==> src/rtl/fft_pkg.sv <==
// Shared FFT constants, the packed complex sample type and index helpers.
package fft_pkg;

  localparam int FFT_N     = 16;
  localparam int FFT_LOG2N = 4;
  localparam int SAMPLE_W  = 16;

  typedef struct packed {
    logic [SAMPLE_W-1:0] re;
    logic [SAMPLE_W-1:0] im;
  } cplx_t;

  function automatic logic [FFT_LOG2N-1:0] bitrev4(input logic [FFT_LOG2N-1:0] idx);
    logic [FFT_LOG2N-1:0] rev;
    rev = 4'd0;
    for (int b = 0; b < FFT_LOG2N; b++) begin
      rev[b] = idx[FFT_LOG2N-1-b];
    end
    return rev;
  endfunction

endpackage

==> src/rtl/fft_out_reorder_ram.sv <==
// Two-bank sample store: synchronous write, combinational read, address {bank, idx}.
module pingpong_ram_32x32
  import fft_pkg::*;
#(
  parameter int W = 2 * SAMPLE_W
) (
  input  logic         clk,
  input  logic         wr_en_i,
  input  logic [4:0]   wr_addr_i,
  input  logic [W-1:0] wr_data_i,
  input  logic [4:0]   rd_addr_i,
  output logic [W-1:0] rd_data_o
);

  logic [W-1:0] mem_q [32];

  // Contents are deliberately not reset; the full flags gate every read.
  always_ff @(posedge clk) begin
    if (wr_en_i) begin
      mem_q[wr_addr_i] <= wr_data_i;
    end
  end

  assign rd_data_o = mem_q[rd_addr_i];

endmodule

==> src/rtl/fft_out_reorder.sv <==
// Reorders bit-reversed FFT result frames into natural order through a ping-pong buffer.
module fft_out_reorder
  import fft_pkg::*;
#(
  parameter int DATA_W      = SAMPLE_W,
  parameter bit BIT_REVERSE = 1'b1
) (
  input  logic              clk,
  input  logic              reset,
  input  logic              in_push,
  input  logic [DATA_W-1:0] in_real,
  input  logic [DATA_W-1:0] in_imag,
  output logic              in_stall,
  output logic              out_push_F,
  output logic [DATA_W-1:0] out_real_F,
  output logic [DATA_W-1:0] out_imag_F,
  input  logic              out_stall,
  output logic              overflow_F
);

  localparam logic [FFT_LOG2N-1:0] LAST_IDX = FFT_LOG2N'(FFT_N - 1);

  logic                    wbank_q, wbank_d, rbank_q, rbank_d;
  logic [FFT_LOG2N-1:0]    wcnt_q, wcnt_d, rcnt_q, rcnt_d;
  logic [1:0]              full_q, full_d;
  logic                    push_q, push_d, ovf_q, ovf_d;
  logic [DATA_W-1:0]       real_q, real_d, imag_q, imag_d;

  logic                    accept_s, advance_s, wr_last_s, rd_last_s;
  logic [1:0]              set_s, clr_s;
  logic [FFT_LOG2N-1:0]    waddr_s;
  logic [2*DATA_W-1:0]     rd_data_s;

  assign in_stall  = full_q[wbank_q];
  assign accept_s  = in_push & ~in_stall;
  assign advance_s = full_q[rbank_q] & ~out_stall;
  assign waddr_s   = BIT_REVERSE ? bitrev4(wcnt_q) : wcnt_q;
  assign wr_last_s = accept_s & (wcnt_q == LAST_IDX);
  assign rd_last_s = advance_s & (rcnt_q == LAST_IDX);

  pingpong_ram_32x32 #(.W(2 * DATA_W)) u_ram (
    .clk       (clk),
    .wr_en_i   (accept_s),
    .wr_addr_i ({wbank_q, waddr_s}),
    .wr_data_i ({in_real, in_imag}),
    .rd_addr_i ({rbank_q, rcnt_q}),
    .rd_data_o (rd_data_s)
  );

  // Next-state: set and clear of full never hit the same bank, so both apply.
  always_comb begin
    set_s   = wr_last_s ? (2'b01 << wbank_q) : 2'b00;
    clr_s   = rd_last_s ? (2'b01 << rbank_q) : 2'b00;
    full_d  = (full_q | set_s) & ~clr_s;
    wbank_d = wr_last_s ? ~wbank_q : wbank_q;
    rbank_d = rd_last_s ? ~rbank_q : rbank_q;
    wcnt_d  = accept_s ? wcnt_q + 4'd1 : wcnt_q;
    rcnt_d  = advance_s ? rcnt_q + 4'd1 : rcnt_q;
    push_d  = advance_s;
    real_d  = advance_s ? rd_data_s[2*DATA_W-1:DATA_W] : real_q;
    imag_d  = advance_s ? rd_data_s[DATA_W-1:0] : imag_q;
    ovf_d   = ovf_q | (in_push & in_stall);
  end

  // State and registered outputs.
  always_ff @(posedge clk or negedge reset) begin
    if (!reset) begin
      wbank_q <= 1'b0;
      rbank_q <= 1'b0;
      wcnt_q  <= 4'd0;
      rcnt_q  <= 4'd0;
      full_q  <= 2'b00;
      push_q  <= 1'b0;
      real_q  <= '0;
      imag_q  <= '0;
      ovf_q   <= 1'b0;
    end else begin
      wbank_q <= wbank_d;
      rbank_q <= rbank_d;
      wcnt_q  <= wcnt_d;
      rcnt_q  <= rcnt_d;
      full_q  <= full_d;
      push_q  <= push_d;
      real_q  <= real_d;
      imag_q  <= imag_d;
      ovf_q   <= ovf_d;
    end
  end

  assign out_push_F = push_q;
  assign out_real_F = real_q;
  assign out_imag_F = imag_q;
  assign overflow_F = ovf_q;

endmodule
==> config.mk <==
export PLATFORM = sky130hd
export DESIGN_NAME = fft_out_reorder
export DESIGN_NICKNAME = d
export VERILOG_FILES = /design/src/rtl/fft_pkg.sv /design/src/rtl/fft_out_reorder_ram.sv /design/src/rtl/fft_out_reorder.sv
export SDC_FILE = /design/constraint.sdc
export NUM_CORES = 1
export LEC_CHECK = 0
export ABC_AREA = 0
export CAP_MARGIN = 20
export CORE_MARGIN = 2
export CORE_UTILIZATION = 56
export CTS_BUF_LIST = sky130_fd_sc_hd__clkbuf_16
export DETAILED_ROUTE_END_ITERATION = 12
export PLACE_DENSITY = 0.88
export SETUP_SLACK_MARGIN = 0.15
export SYNTH_ARGS = -nofsm -noshare
export SYNTH_HDL_FRONTEND = slang
export SYNTH_SLANG_ARGS = --single-unit
==> constraint.sdc <==
create_clock -name clk -period 3.2 [get_ports clk]
set_clock_uncertainty 0.15 [all_clocks]
set_input_delay 0.48 -clock clk [delete_from_list [all_inputs] [get_ports clk]]
set_output_delay 0.48 -clock clk [all_outputs]
set_load 0.05 [all_outputs]
==> flow_summary.ini <==
[sta]
relSlewSlack = 0.295
setup_violations = 0
fin_crit_sh = 0.921
fmax_ghz = 0.339
worst_pin_slew_ns = 1.05
drv_slew = 0
finalCriticalPeriod_ns = 2.95
rsz0062_at_grt = false
holdWs_ns = 0.313
hold_viol = 0
setup_slack_ns = 0.253

[clocking]
clock_sinks = 1070
path_clk_slew_ns = 0.06
clock_path_buffers = 3
cts_buffers = 100
htreeDepth = 3
cts_tree = built
worst_skew_pair.late_latency_ns = 0.68
root_buffer = clkbuf_16

[global_route]
top_usage_layer = met2
overflow = 0
grt_pass1_wl_mm = 155
grt_pass1_vias = 22739
use_met1 = 0.370
grtUsageMet3 = 0.0773
antenna_found_initial = 4
grtUsageTotal = 0.291
grt_max_degree = 50
use_met2 = 0.467

[worst_hold_path]
min_delay_path_depth = 1
min_path_type = reg -> reg

[die]
dieWidth_um = 274
num_io_pins = 71
core_um2 = 72600
fp.dieH_um = 274
initial_core_util = 0.563
rows = 99
fp.dieArea_um2 = 75100

[drt]
ant_nets = 0
viasPerCell = 6.95
drcViolationCount = 0
totalWireLength_mm = 108
drtIter0Drc = 3687
drt_pre_antenna_iters = 9
vias = 22249
wl_per_cell_um = 33.9

[finish]
final_core_utilization = 0.652
drive_above_1_share = 0.249
syn2layout_area_growth_pct = 16.0
final_cells = 3200
nets = 2190
design_area_um2 = 47400

[place]
pre_cts_ws_ns = 0.308
port_buffers = 70
placed_area_um2 = 43900
gp_congestion = 0.852
place.detailed.hpwl_mm = 59.3
dp_cells = 2999

[yosys]
synth_top_area_frac = 0.753
synth_top_area_cell = edfxtp_1
seq_area_frac_synth = 0.781
ys_seq_elements = 1070
ys_types = 36
synthTopCellsByArea = edfxtp_1 75%, mux4_2 8.8%, mux2i_1 4.8%, dfrtp_1 2.8%, mux2_2 1.8%
netlist_area_um2 = 40800
synth_fp_nets = 1980
ys_warn_count = 0
syn_inst = 1942
syn_area_per_cell_um2 = 21.0

[run_status]
status = completed

[setup_path]
cp_data_required_time_ns = 3.57
cp.arrival_ns = 3.31
end_kind = flip-flop
crit_type = reg -> reg
worstRegToRegCells = 6
critPathMaxFanout = 16
crit_path_start_kind = flip-flop

[power]
power_leakage_nw = 15.5
pwr_density_cell_nw_per_um2 = 858
ir_worst_vdd_mv = 0.699

[job]
cap_violations = 0
## synthesized netlist by cell type (all sizes together)
| library cell | number |
|---|---|
| o22ai | 96 |
| mux2i | 194 |
| nand2b | 1 |
| xor2 | 1 |
| nand3 | 6 |
| mux2 | 65 |
| nand4 | 3 |
| inv | 7 |
| edfxtp | 1024 |
| clkbuf | 68 |
| mux4 | 160 |
| nor3 | 2 |
| a21o | 1 |
| o21ai | 1 |
| nand2 | 40 |
| buf | 43 |
| ha | 2 |
| nor2 | 67 |
| nand3b | 5 |
| and4 | 1 |
| xnor2 | 6 |
| o22a | 2 |
| a211oi | 64 |
| and2 | 1 |
| or3b | 1 |
| a2111oi | 32 |
| dfrtp | 46 |
| or3 | 3 |
## metal layers
layer	routed length [um]	part of all wire
met1	35800	0.33
met4	6380	0.059
met3	13500	0.12
met5	13	0.00012
met2	52700	0.49
## what timing repair did
item / in CTS / in global routing
hold buffers: 1 / 0
buffers inserted: 0 / 0
resized for setup: 1 / 0
endpoints found under the hold margin: 20 / 0
setup endpoints to repair: 1 / 0
## where the power goes
part / internal (W) / switching, W
Combinational: 0.00495 / 0.00692
Sequential: 0.0163 / 0.000732
Clock: 0.00649 / 0.00522
## worst max-delay path: stages, from the launching register on
cell and delay (ns):
dfrtp_4 0.67, buf_4 0.28, buf_4 0.28, mux4_2 0.36
mux2_2 0.28, a2111oi_1 0.66, a211oi_1 0.10
## area by class of cell
| type | count | area, um2 |
|---|---|---|
| Clock buffer | 101 | 2530 |
| Multi-Input combinational cell | 754 | 8620 |
| Tap cell | 959 | 1200 |
| Fill cell | 4330 | 25200 |
| Sequential cell | 1070 | 31900 |
| Clock inverter | 86 | 687 |
| Antenna cell | 4 | 10.0 |
| Timing Repair Buffer | 219 | 2380 |
| Inverter | 7 | 26.3 |
## layout by cell type, fill, tap and decap left out, types with 43 or more instances in the layout
cell type	n
buf_4	105
o22ai_1	96
edfxtp_1	1024
clkbuf_16	103
dfrtp_1	43
clkdlybuf4s50_1	68
mux2i_1	194
mux2_2	64
mux4_2	160
a211oi_1	64
## through the flow
step	setup TNS (ns)	total power (W)
after floorplan	-119.32	0.0246
after global placement	0	0.0283
after detailed placement	0	0.0287
after CTS	0	0.0405
after global routing	0	0.0416
final	0	0.0406
## worst paths after layout
kind	start	slack (ns)	endpoint
min reg2reg	overflow_F	0.31	overflow_F
max	rcnt_q[1]	0.25	out_real_F[10]
min in group asynchronous	reset	0.36	rcnt_q[2]
max in group asynchronous	reset	1.60	wbank_q
max reg2reg	rcnt_q[1]	0.25	out_real_F[10]
min	overflow_F	0.31	overflow_F
## state kept, by name, indices dropped and copies added, names as in the netlist
name         flops
rcnt_q           4
out_real_F      16
out_push_F       1
full_q           2
u_ram.mem_q   1024
wbank_q          1
wcnt_q           4
overflow_F       1
out_imag_F      16
rbank_q          1
## cells by family after synthesis
logic type	count (synthesis)	share of synthesized area
flip-flops	1070	0.781
multiplexers	419	0.154
AO/OA/AOI/OAI	196	0.0350
AND/OR/NAND/NOR	130	0.0135
buffers and inverters	118	0.0146
XOR/XNOR	7	0.00150
adder cells (fa/ha/maj)	2	0.000613
Power figures use the tool's default switching activity.
